`config.mk`:
```
export PLATFORM = sky130hd
export DESIGN_NAME = mcast_fork_ctl_flat
export DESIGN_NICKNAME = d
export VERILOG_FILES = /design/src/rtl/mcast_fork_ctl_if.sv /design/src/rtl/mcast_fork_ctl.sv /design/src/flat_wrapper.sv
export SDC_FILE = /design/constraint.sdc
export NUM_CORES = 1
export LEC_CHECK = 0
export ABC_AREA = 1
export BUFFER_PORTS_ARGS = -buffer_cell sky130_fd_sc_hd__clkbuf_2
export CAP_MARGIN = 20
export CORE_MARGIN = 2
export CORE_UTILIZATION = 35
export DETAILED_ROUTE_END_ITERATION = 10
export PLACE_DENSITY = 0.62
export SYNTH_ARGS = -nofsm -noshare
export SYNTH_HDL_FRONTEND = slang
export SYNTH_SLANG_ARGS = --single-unit
```
`constraint.sdc`:
```
create_clock -name clk -period 4.4 [get_ports clk]
set_clock_uncertainty 0.05 [all_clocks]
set_input_delay 0.88 -clock clk [delete_from_list [all_inputs] [get_ports clk]]
set_output_delay 0.88 -clock clk [all_outputs]
set_load 0.02 [all_outputs]
```
`src/rtl/mcast_fork_ctl_if.sv`:
```
// rtl/mcast_fork_ctl_if.sv - handshake bundle between input buffer, output arbiters and the multicast fork controller
interface mcast_fork_ctl_if #(
  parameter int NPORT = 5
);
  logic             in_valid;
  logic             in_head;
  logic             in_tail;
  logic [NPORT-1:0] in_dmask;
  logic [NPORT-1:0] grt_in;
  logic [NPORT-1:0] out_rdy;
  logic [NPORT-1:0] req_out;
  logic             multab_out;
  logic             in_pop;
  logic [NPORT-1:0] out_send;
  logic             busy;
  logic             err_flit;

  // Environment side: input buffer, arbiters and downstream credit
  modport master (
    output in_valid, in_head, in_tail, in_dmask, grt_in, out_rdy,
    input  req_out, multab_out, in_pop, out_send, busy, err_flit
  );

  // Controller side
  modport slave (
    input  in_valid, in_head, in_tail, in_dmask, grt_in, out_rdy,
    output req_out, multab_out, in_pop, out_send, busy, err_flit
  );
endinterface

```
`src/rtl/mcast_fork_ctl.sv`:
```
// rtl/mcast_fork_ctl.sv - per-input multicast fork controller: gather all grants, stream in lockstep, back off on timeout
module mcast_fork_ctl #(
  parameter int NPORT   = 5,
  parameter int TIMEOUT = 16,
  parameter int BACKOFF = 4,
  parameter int CNTW    = 6
) (
  input  logic            clk,
  input  logic            rst_,
  mcast_fork_ctl_if.slave bus
);

  typedef enum logic [1:0] {
    S_IDLE    = 2'd0,
    S_GATHER  = 2'd1,
    S_XFER    = 2'd2,
    S_BACKOFF = 2'd3
  } state_t;

  localparam logic [CNTW-1:0] TLAST = CNTW'(TIMEOUT - 1);

  state_t           state_q, state_d;
  logic [NPORT-1:0] mask_q, mask_d;
  logic [NPORT-1:0] got_q, got_d;
  logic [CNTW-1:0]  tcnt_q, tcnt_d;
  logic [CNTW-1:0]  bcnt_q, bcnt_d;
  logic [CNTW-1:0]  blim_q, blim_d;
  logic [1:0]       retry_q, retry_d;

  logic [NPORT-1:0] got_upd;
  logic             fire;
  logic [NPORT-1:0] req_c;
  logic [NPORT-1:0] send_c;
  logic             pop_c;
  logic             err_c;

  // Grants accumulate while requesting; a flit moves only when every destination is granted and has credit
  assign got_upd = got_q | (bus.grt_in & mask_q);
  assign fire    = bus.in_valid & (&(bus.out_rdy | ~mask_q)) & (&(bus.grt_in | ~mask_q));

  // State, mask and counter registers with synchronous active-low reset
  always_ff @(posedge clk) begin
    if (!rst_) begin
      state_q <= S_IDLE;
      mask_q  <= '0;
      got_q   <= '0;
      tcnt_q  <= '0;
      bcnt_q  <= '0;
      blim_q  <= '0;
      retry_q <= '0;
    end else begin
      state_q <= state_d;
      mask_q  <= mask_d;
      got_q   <= got_d;
      tcnt_q  <= tcnt_d;
      bcnt_q  <= bcnt_d;
      blim_q  <= blim_d;
      retry_q <= retry_d;
    end
  end

  // Next-state and per-cycle strobes
  always_comb begin
    state_d = state_q;
    mask_d  = mask_q;
    got_d   = got_q;
    tcnt_d  = tcnt_q;
    bcnt_d  = bcnt_q;
    blim_d  = blim_q;
    retry_d = retry_q;
    req_c   = '0;
    send_c  = '0;
    pop_c   = 1'b0;
    err_c   = 1'b0;
    case (state_q)
      S_IDLE: begin
        if (bus.in_valid) begin
          if (bus.in_head && (|bus.in_dmask)) begin
            mask_d  = bus.in_dmask;
            got_d   = '0;
            tcnt_d  = '0;
            state_d = S_GATHER;
          end else begin
            // Stray body flit or empty mask: drop it so the buffer cannot wedge
            pop_c = 1'b1;
            err_c = 1'b1;
          end
        end
      end
      S_GATHER: begin
        req_c = mask_q;
        got_d = got_upd;
        if (got_upd == mask_q) begin
          state_d = S_XFER;
          tcnt_d  = '0;
        end else if (tcnt_q == TLAST) begin
          tcnt_d = '0;
          // Only a partial holder can deadlock another packet; with nothing held just keep asking
          if (|got_upd) begin
            state_d = S_BACKOFF;
            got_d   = '0;
            bcnt_d  = '0;
            blim_d  = CNTW'(BACKOFF) << retry_q;
            if (retry_q != 2'd3) begin
              retry_d = retry_q + 2'd1;
            end
          end
        end else begin
          tcnt_d = tcnt_q + CNTW'(1);
        end
      end
      S_BACKOFF: begin
        if (bcnt_q == blim_q - CNTW'(1)) begin
          state_d = S_GATHER;
          tcnt_d  = '0;
          bcnt_d  = '0;
        end else begin
          bcnt_d = bcnt_q + CNTW'(1);
        end
      end
      S_XFER: begin
        req_c = mask_q;
        if (fire) begin
          pop_c  = 1'b1;
          send_c = mask_q;
          if (bus.in_tail) begin
            state_d = S_IDLE;
            mask_d  = '0;
            got_d   = '0;
            retry_d = '0;
          end
        end
      end
      default: state_d = S_IDLE;
    endcase
  end

  // Outputs are forced low while reset is asserted so nothing is popped or sent mid-reset
  assign bus.req_out    = rst_ ? req_c  : '0;
  assign bus.out_send   = rst_ ? send_c : '0;
  assign bus.in_pop     = rst_ & pop_c;
  assign bus.err_flit   = rst_ & err_c;
  assign bus.busy       = rst_ & (state_q != S_IDLE);
  assign bus.multab_out = rst_ & ((state_q == S_GATHER) || (state_q == S_XFER))
                          & ($countones(mask_q) >= 2);

endmodule
```
`src/flat_wrapper.sv`:
```
// flat-port wrapper written by rule: the top's interface ports become plain ports
module mcast_fork_ctl_flat 
#(
  parameter int NPORT   = 5,
  parameter int TIMEOUT = 16,
  parameter int BACKOFF = 4,
  parameter int CNTW    = 6
)
  (clk, rst_, bus_in_valid, bus_in_head, bus_in_tail, bus_in_dmask, bus_grt_in, bus_out_rdy, bus_req_out, bus_multab_out, bus_in_pop, bus_out_send, bus_busy, bus_err_flit);
  mcast_fork_ctl_if #(.NPORT(NPORT)) bus_i ();
  input  logic clk;
  input  logic rst_;
  input wire logic [$bits(bus_i.in_valid)-1:0] bus_in_valid;
  input wire logic [$bits(bus_i.in_head)-1:0] bus_in_head;
  input wire logic [$bits(bus_i.in_tail)-1:0] bus_in_tail;
  input wire logic [$bits(bus_i.in_dmask)-1:0] bus_in_dmask;
  input wire logic [$bits(bus_i.grt_in)-1:0] bus_grt_in;
  input wire logic [$bits(bus_i.out_rdy)-1:0] bus_out_rdy;
  output wire logic [$bits(bus_i.req_out)-1:0] bus_req_out;
  output wire logic [$bits(bus_i.multab_out)-1:0] bus_multab_out;
  output wire logic [$bits(bus_i.in_pop)-1:0] bus_in_pop;
  output wire logic [$bits(bus_i.out_send)-1:0] bus_out_send;
  output wire logic [$bits(bus_i.busy)-1:0] bus_busy;
  output wire logic [$bits(bus_i.err_flit)-1:0] bus_err_flit;
  assign bus_i.in_valid = bus_in_valid;
  assign bus_i.in_head = bus_in_head;
  assign bus_i.in_tail = bus_in_tail;
  assign bus_i.in_dmask = bus_in_dmask;
  assign bus_i.grt_in = bus_grt_in;
  assign bus_i.out_rdy = bus_out_rdy;
  assign bus_req_out = bus_i.req_out;
  assign bus_multab_out = bus_i.multab_out;
  assign bus_in_pop = bus_i.in_pop;
  assign bus_out_send = bus_i.out_send;
  assign bus_busy = bus_i.busy;
  assign bus_err_flit = bus_i.err_flit;
  mcast_fork_ctl #(.NPORT(NPORT), .TIMEOUT(TIMEOUT), .BACKOFF(BACKOFF), .CNTW(CNTW)) u_core (.clk(clk), .rst_(rst_), .bus(bus_i));
endmodule
```
==> results of run 1 <==
power by group:
group / leakage (nW) / internal, mW / switching (mW)
Combinational: 0.926 / 0.185 / 0.359
Clock: 0.0482 / 0.126 / 0.105
Sequential: 0.244 / 0.318 / 0.0599
state kept, by name (all words and copies together), names as in the netlist:
signal	cells
u_core.blim_q	4
u_core.state_q	2
u_core.retry_q	2
u_core.bcnt_q	6
u_core.tcnt_q	6
u_core.mask_q	5
u_core.got_q	5
placed cells by master (no fill, tap or decap), types with 2 or more instances in the layout:
cell type	count
dfxtp_1	30
a21oi_1	25
nand2_4	2
inv_1	47
o21a_1	2
ha_1	14
nor2_2	2
nand3_2	2
nor2_1	55
nor3_1	8
clkbuf_8	6
xnor2_1	2
or2_2	2
o21ai_0	13
nand3_1	31
nand2_1	101
inv_2	2
clkbuf_2	33
xor2_1	5
metal layers:
metal | routed length, um | vias up | GRT usage
met5 | 0 | - | 0
met4 | 61 | 0 | 0.0440
met3 | 102 | 6 | 0.0236
met2 | 2290 | 21 | 0.254
met1 | 2640 | 937 | 0.207
li1 | - | 1202 | -
cells by family after synthesis:
logic type      Yosys count  synth area share
buf+inv                  56             0.105
fa+ha+maj                15            0.0868
flops                    30             0.267
xor+xnor                  7            0.0273
compound gates           42            0.0979
simple gates            211             0.416
through the flow:
step | total power, mW | instances | utilization | hold WS, ps
2_1_floorplan | 0.803 | 361 | - | 399
3_3_place_gp | 0.922 | 464 | 0.392 | 416
3_5_place_dp | 0.930 | 464 | 0.392 | 422
4_1_cts | 1.17 | 472 | 0.406 | 433
5_1_grt | 1.28 | 472 | 0.406 | 452
6_report | 1.15 | 472 | 0.406 | 430
critical path: cells and delay by family, from the launching register on:
family	cells	cell delay, ps
AO/OA/AOI/OAI	1	190
adder cells (fa/ha/maj)	3	1050
buffers and inverters	1	170
flip-flops	1	460
AND/OR/NAND/NOR	2	120
synth_stat cells (2+ instances only):
cell type  number  area (um2)
nand3_2         2        20.0
nand2_1       101         379
xnor2_1         2        17.5
o21a_1          2        15.0
a21oi_1        25         125
clkbuf_1        4        15.0
nor3_1          8        40.0
inv_2           2        7.51
ha_1           14         175
nand2_4         2        22.5
nor2_1         55         206
dfxtp_1        30         601
xor2_1          5        43.8
o21ai_0        13        65.1
inv_1          47         176
nor2_2          2        12.5
nand3_1        31         155
or2_2           2        12.5
area by class of cell:
class | instances | area, um2
Timing Repair Buffer | 33 | 165
Multi-Input combinational cell | 275 | 1410
Clock inverter | 1 | 5.00
Sequential cell | 30 | 601
Inverter | 49 | 184
Tap cell | 77 | 96.3
Clock buffer | 7 | 86.3
Fill cell | 666 | 3730
final timing paths:
check              startpoint                 to  slack [ps]  cells after the start
min           u_core.got_q[3]    u_core.got_q[3]         430                      2
max          u_core.mask_q[3]     bus_multab_out        1210                      7
min reg2reg   u_core.got_q[3]    u_core.got_q[3]         430                      2
max reg2reg  u_core.blim_q[2]  u_core.state_q[0]        2540                     12
==> run summary, run 1 <==
Sequential area share after synthesis -> 0.267
Worst min path class -> flop to flop
Slew headroom -> 0.528
Max Cap Viol -> 0
Layout area overhead -> 13.4%
Clk sinks -> 30
Number of global-route vias before repair -> 2,071
Fin area -> 0.00255 mm2
Syn nets -> 396
Largest net degree at the start of global routing -> 23
Worst slack, placed -> 1380 ps
First-pass GRT wire length -> 9.11 mm
Worst-margin pin slew -> 707 ps
Final Worst Setup Slack -> 1210 ps
Antenna violations before repair -> 0
Startpoint Class -> flop
Num CTS Buffers -> 5
# rows -> 29
WL final -> 5.09 mm
Min cycle time layout -> 3190 ps
Antenna cells -> 0
Synth Warn # -> 0
Mapped cell area -> 0.00225 mm2
CTS Hold Bufs -> 0
Final Hold Fails -> 0
DR pass1 iterations -> 4
PortBufs -> 33
Synth cell types -> 32
Fmax -> 313 MHz
Detail Route Antenna Nets -> 0
Die span in x -> 84.2 um
Cell Area, Placed -> 0.00246 mm2
Crit path max fanout -> 7
Maximum buffer depth of the clock tree -> 2
CTS root buf -> clkbuf_8
Pins over their slew limit -> 0
Ys flop type -> dfxtp_1
Final setup violation count -> 0
DRC violations left -> 0
Power Density -> 452 mW/mm2
Post-CTS setup buffers -> 0
Mean number of vias per cell -> 4.59
CP cell instances -> ha_1, ha_1, a21o_1, fa_1, nor2_1, nor2_1, clkbuf_2
Critical Path RT -> 3470 ps
H-tree lvl count -> 2
Share of cells above drive strength 1 -> 0.139
Cells after Synth -> 361
Die footprint -> 0.00708 mm2
Unrepaired setup endpoints after global routing -> false
Critical path arrival -> 2260 ps
Initial Utilization -> 0.358
Area of the core -> 0.00628 mm2
Setup CP Type -> flop to output pin
Clock latency on the worst-skew pair -> 280 ps
Clock edge transition at the registers on the reported setup and hold paths -> 60 ps
Post_cts resized -> 0
Overflow after GRT -> 0
Peak per-stage delay on the critical path -> 480 ps
RePlAce Congestion -> 0.842
IO Pins -> 34
Setup TNS -> 0 ps
DR iter-0 viols -> 62
VDD IR-drop max -> 220 uV
#FFs+latches synth -> 30
Layout net count -> 429
Status -> finished clean
Die height -> 84.2 um
Slowest cell on crit path -> fa_1
CP endpoint kind -> output pin
Syn avg cell area -> 6.23 um2
Post-route clock period utilization -> 0.726
Pleak -> 1.22 nW
Via count -> 2,166
CTS tree -> yes
Post-synth ARST share -> 0
Total track usage -> 0.153
Number of synthesized flops with an enable pin -> 0
Final HPWL DP -> 4.05 mm
Per-cell routed wire length -> 10.8 um
Note: power is estimated with default switching activity, not from simulation.
==> run 2: changes to the inputs <==
==> constraint.sdc (replaced) <==
create_clock -name clk -period 3 [get_ports clk]
set_clock_uncertainty 0.05 [all_clocks]
set_input_delay 0.6 -clock clk [delete_from_list [all_inputs] [get_ports clk]]
set_output_delay 0.6 -clock clk [all_outputs]
set_load 0.02 [all_outputs]
==> run 2 against run 1 <==
Combinational power grew 49%. Sequential share of layout area is essentially flat. Via count rose by 2.8%. Setup slack got worse by 1100 ps. Final area rose by 0.34%. Cell count unchanged. Critical path type unchanged. Critical endpoint unchanged. Largest power group unchanged.
==> run summary, run 2 (synthesized netlist as in run 1, its figures left out) <==
Final HPWL DP -> 4.11 mm (was 4.05 mm)
CP cell instances -> ha_1, ha_1, a21o_1, fa_1, nor2_1, nor2_1, clkbuf_2 (unchanged)
Initial Utilization -> 0.358 (unchanged)
Per-cell routed wire length -> 11.0 um (was 10.8 um)
Worst-margin pin slew -> 446 ps (was 707 ps)
Crit path max fanout -> 6 (was 7)
Clk sinks -> 30 (unchanged)
Status -> finished clean (unchanged)
Share of cells above drive strength 1 -> 0.147 (was 0.139)
Critical Path RT -> 2350 ps (was 3470 ps)
Setup TNS -> 0 ps (unchanged)
Area of the core -> 0.00628 mm2 (unchanged)
VDD IR-drop max -> 358 uV (was 220 uV)
Pleak -> 1.22 nW (about the same)
CTS tree -> yes (unchanged)
IO Pins -> 34 (unchanged)
# rows -> 29 (unchanged)
Clock edge transition at the registers on the reported setup and hold paths -> 60 ps (about the same)
Clock latency on the worst-skew pair -> 280 ps (about the same)
PortBufs -> 33 (unchanged)
Maximum buffer depth of the clock tree -> 2 (unchanged)
Setup CP Type -> flop to output pin (unchanged)
First-pass GRT wire length -> 9.05 mm (was 9.11 mm)
Antenna cells -> 0 (unchanged)
Post-route clock period utilization -> 0.951
Die span in x -> 84.2 um (unchanged)
Startpoint Class -> flop (unchanged)
Num CTS Buffers -> 5 (unchanged)
Detail Route Antenna Nets -> 0 (unchanged)
Area taken by multi-input logic gates -> 0.00141 mm2 (unchanged)
CTS root buf -> clkbuf_8 (unchanged)
Total track usage -> 0.155 (was 0.153)
Via count -> 2,227 (was 2,166)
Die height -> 84.2 um (unchanged)
Critical path arrival -> 2200 ps (was 2260 ps)
Layout area overhead -> 13.8% (was 13.4%)
Peak per-stage delay on the critical path -> 470 ps (was 480 ps)
Final Hold Fails -> 0 (unchanged)
DRC violations left -> 0 (unchanged)
Layout net count -> 431 (was 429)
Fmax -> 350 MHz
Final setup violation count -> 0 (unchanged)
Mean number of vias per cell -> 4.72 (was 4.59)
Number of global-route vias before repair -> 2,021 (was 2,071)
Most common cell after layout, fill and taps aside -> nand2_1 (unchanged)
CP endpoint kind -> output pin (unchanged)
Antenna violations before repair -> 0 (unchanged)
Placed cells -> 466 (was 464)
Unrepaired setup endpoints after global routing -> false (unchanged)
WL final -> 5.21 mm (was 5.09 mm)
Overflow after GRT -> 0 (unchanged)
Most frequent cells in the layout -> nand2_1, nor2_1, inv_1 (unchanged)
Slowest cell on crit path -> fa_1 (unchanged)
DR iter-0 viols -> 127 (was 62)
Reg area -> 603 um2 (was 601 um2)
Slew headroom -> 0.703 (was 0.528)
Fill cells -> 666 (unchanged)
Worst min path class -> flop to flop (unchanged)
Max Cap Viol -> 0 (unchanged)
H-tree lvl count -> 2 (unchanged)
Pins over their slew limit -> 0 (unchanged)
Min cycle time layout -> 2850 ps
DR pass1 iterations -> 4 (unchanged)
RePlAce Congestion -> 0.890 (was 0.842)
Power Density -> 660 mW/mm2 (was 452 mW/mm2)
Largest net degree at the start of global routing -> 16 (was 23)
CTS Hold Bufs -> 0 (unchanged)
Fin cells -> 472 (unchanged)
Biggest regs -> u_core.bcnt_q x6, u_core.tcnt_q x6 (unchanged)
Die footprint -> 0.00708 mm2 (unchanged)
-- run 2: layout make-up --
type | instances | share of cell area
Multi-Input combinational cell | 275 | 0.552
Sequential cell | 30 | 0.236
Inverter | 49 | 0.0719
Timing Repair Buffer | 35 | 0.0704
Tap cell | 77 | 0.0377
Clock buffer | 6 | 0.0323
-- run 2: through the flow --
step / setup slack (ps) / utilization / hold slack (ps) / cell area [um2] / power, mW
after floorplan: 445 / - / 399 / 2250 / 1.18
after global placement: 436 / 0.394 / 416 / 2470 / 1.35
after detailed placement: 415 / 0.394 / 426 / 2470 / 1.37
after CTS: 106 / 0.407 / 436 / 2560 / 1.69
after global routing: 14.4 / 0.408 / 455 / 2560 / 1.85
final: 146 / 0.408 / 436 / 2560 / 1.69
-- run 2: report_power, final --
group | total (mW) | internal [mW] | leakage, nW | switching (mW)
registers | 0.554 | 0.470 | 0.245 | 0.0846
logic | 0.813 | 0.275 | 0.935 | 0.538
clock network | 0.322 | 0.177 | 0.0431 | 0.145
total | 1.69 | 0.921 | 1.22 | 0.768
-- run 2: worst paths after layout --
kind	cells after the start	slack, ps	from	to
setup reg to reg	12	1170	u_core.blim_q[2]	u_core.state_q[0]
hold / removal	2	440	u_core.got_q[3]	u_core.got_q[3]
setup / recovery	7	150	u_core.mask_q[0]	bus_multab_out
hold reg to reg	2	440	u_core.got_q[3]	u_core.got_q[3]
-- run 2: per-layer routing --
layer	part of all wire	global-route usage
met5	0	0
met1	0.51	0.211
met2	0.45	0.245
met3	0.026	0.0354
met4	0.013	0.0440
-- run 2: critical path, delay by kind of cell (launching register included) --
family / cells / cell delay [ps]
buffers and inverters: 1 / 170
and+or+nand+nor: 2 / 110
AOI/OAI and AO/OA: 1 / 190
DFF: 1 / 430
adders and majority gates: 3 / 1030
-- run 2: what timing repair did --
action,in CTS,in global routing
endpoints found under the hold margin,0,0
resized for setup,0,2
buffers inserted,0,0
setup endpoints to repair,0,1
==> run 3: changes to the inputs <==
--- a/config.mk
+++ b/config.mk
@@ -9,9 +9,11 @@
 export BUFFER_PORTS_ARGS = -buffer_cell sky130_fd_sc_hd__clkbuf_2
 export CAP_MARGIN = 20
 export CORE_MARGIN = 2
-export CORE_UTILIZATION = 35
+export CORE_UTILIZATION = 30
 export DETAILED_ROUTE_END_ITERATION = 10
-export PLACE_DENSITY = 0.62
+export PLACE_DENSITY = 0.56
+export REMOVE_ABC_BUFFERS = 1
+export SKIP_LAST_GASP = 1
 export SYNTH_ARGS = -nofsm -noshare
 export SYNTH_HDL_FRONTEND = slang
 export SYNTH_SLANG_ARGS = --single-unit
==> run 3 against run 2 <==
Register-to-register slack worse by 30 ps. Non-clock buffer count is the same. Worst hold slack got worse by 7.8 ps. Sequential share of layout area fell by 0.25 points. Flip-flop and latch count unchanged. Setup slack worse by 45 ps. Die area up 16%. Count of clock-buffer cells in the layout unchanged. Critical path depth is the same. Clock power about the same. Global-route usage is 1.9 points lower. First-iteration DRC count is 21% lower. Critical endpoint unchanged.
==> run summary, run 3 (synthesized netlist as in run 1, its figures left out) <==
Worst setup path startpoint -> u_core.mask_q[3] (was u_core.mask_q[0])
Layout net count -> 431 (unchanged)
Power Density -> 653 mW/mm2 (was 660 mW/mm2)
Status -> finished clean (unchanged)
Detail Route Antenna Nets -> 0 (unchanged)
Final setup violation count -> 0 (unchanged)
PortBufs -> 33 (unchanged)
CTS Hold Bufs -> 0 (unchanged)
Worst hold path startpoint -> u_core.got_q[4] (was u_core.got_q[3])
WL final -> 5.34 mm (was 5.21 mm)
# rows -> 31 (was 29)
IO Pins -> 34 (unchanged)
Largest net degree at the start of global routing -> 17 (was 16)
Final Hold Fails -> 0 (unchanged)
Mean number of vias per cell -> 4.46 (was 4.72)
Worst-margin pin slew -> 455 ps (was 446 ps)
Most frequent cells in the layout -> nand2_1, nor2_1, inv_1 (unchanged)
Final HPWL DP -> 4.23 mm (was 4.11 mm)
Cell Area, Placed -> 0.00250 mm2 (was 0.00247 mm2)
Pins over their slew limit -> 0 (unchanged)
First-pass GRT wire length -> 9.23 mm (was 9.05 mm)
Startpoint Class -> flop (unchanged)
Pleak -> 1.22 nW (about the same)
Num CTS Buffers -> 5 (unchanged)
Die footprint -> 0.00820 mm2 (was 0.00708 mm2)
CTS root buf -> clkbuf_8 (unchanged)
Initial Utilization -> 0.310 (was 0.358)
Overflow after GRT -> 0 (unchanged)
Slew headroom -> 0.696 (was 0.703)
Per-cell routed wire length -> 10.8 um (was 11.0 um)
Placed cells -> 488 (was 466)
Worst min path class -> flop to flop (unchanged)
Fill cells -> 817 (was 666)
CTS tree -> yes (unchanged)
CP endpoint kind -> output pin (unchanged)
Die span in x -> 90.6 um (was 84.2 um)
VDD IR-drop max -> 359 uV (was 358 uV)
Critical Path RT -> 2350 ps (about the same)
DR iter-0 viols -> 100 (was 127)
Antenna cells -> 0 (unchanged)
DRC violations left -> 0 (unchanged)
Crit path max fanout -> 7 (was 6)
Number of global-route vias before repair -> 2,014 (was 2,021)
Fin cells -> 494 (was 472)
Area of the core -> 0.00725 mm2 (was 0.00628 mm2)
Clock latency on the worst-skew pair -> 280 ps (about the same)
Area taken by multi-input logic gates -> 0.00141 mm2 (unchanged)
RePlAce Congestion -> 0.894 (was 0.890)
Clock edge transition at the registers on the reported setup and hold paths -> 60 ps (about the same)
H-tree lvl count -> 2 (unchanged)
Layout area overhead -> 15.0% (was 13.8%)
DR pass1 iterations -> 5 (was 4)
Setup TNS -> 0 ps (unchanged)
Die height -> 90.6 um (was 84.2 um)
Post-route clock period utilization -> 0.966 (was 0.951)
Most common cell after layout, fill and taps aside -> nand2_1 (unchanged)
Fin area -> 0.00259 mm2 (was 0.00256 mm2)
Fmax -> 345 MHz (was 350 MHz)
Reg-to-Reg Start -> u_core.tcnt_q[0] (was u_core.blim_q[2])
Min cycle time layout -> 2900 ps (was 2850 ps)
Reg area -> 603 um2 (unchanged)
Maximum buffer depth of the clock tree -> 2 (unchanged)
Biggest regs -> u_core.bcnt_q x6, u_core.tcnt_q x6 (unchanged)
Setup CP Type -> flop to output pin (unchanged)
Antenna violations before repair -> 0 (unchanged)
Total track usage -> 0.136 (was 0.155)
Unrepaired setup endpoints after global routing -> false (unchanged)
Max Cap Viol -> 0 (unchanged)
Via count -> 2,203 (was 2,227)
Share of cells above drive strength 1 -> 0.147 (unchanged)
Critical path arrival -> 2250 ps (was 2200 ps)
Clk sinks -> 30 (unchanged)
-- run 3: cell counts in the layout (fill, tap and decap cells not counted) --
Identical to the previous run, type by type.
-- run 3: worst paths after layout --
check,to,slack (ps),cells past startpoint
hold reg to reg,u_core.got_q[4],430,2
setup / recovery,bus_multab_out,100,7
setup reg to reg,u_core.bcnt_q[5],1140,7
hold / removal,u_core.got_q[4],430,2
-- run 3: per-layer routing --
layer | routed length (um) | vias up | global-route usage
met5 | 0 | - | 0
met4 | 72 | 0 | 0.0513
li1 | - | 1201 | -
met2 | 2400 | 29 | 0.213
met3 | 135 | 5 | 0.0217
met1 | 2730 | 968 | 0.187
-- run 3: cell type report --
| cell class | instances | share of cell area |
|---|---|---|
| repair buffers | 35 | 0.0697 |
| multi-input cells | 275 | 0.546 |
| flip-flops and latches | 30 | 0.233 |
| well taps | 99 | 0.0479 |
| inverters | 49 | 0.0711 |
| clock buffers | 6 | 0.0319 |
-- run 3: power by group --
part	internal (mW)	switching, mW	leakage [nW]
sequential	0.469	0.0867	0.245
combinational	0.274	0.538	0.935
clock	0.177	0.145	0.0431
total	0.920	0.770	1.22
-- run 3: stage by stage --
| stage | hold WS [ps] | utilization | power, mW | setup slack, ps |
|---|---|---|---|---|
| 5_1_grt | 468 | 0.357 | 1.86 | 14.3 |
| 3_3_place_gp | 418 | 0.345 | 1.37 | 409 |
| 4_1_cts | 431 | 0.356 | 1.70 | 81.0 |
| 3_5_place_dp | 421 | 0.345 | 1.37 | 381 |
| 6_report | 428 | 0.357 | 1.69 | 101 |
| 2_1_floorplan | 399 | - | 1.17 | 445 |
-- run 3: timing repair --
| item | 4_1_cts | 5_1_grt |
|---|---|---|
| gates resized for setup | 0 | 2 |
| setup buffers | 0 | 0 |
| hold endpoints to repair | 0 | 0 |
| endpoints found under the setup margin | 0 | 1 |
-- run 3: critical path, cell delays in order, from the launching register on --
cell and delay, ps:
dfxtp_1 450, ha_1 280, ha_1 290, a21o_1 190, fa_1 470, nor2_1 40
nor2_1 80, clkbuf_2 170
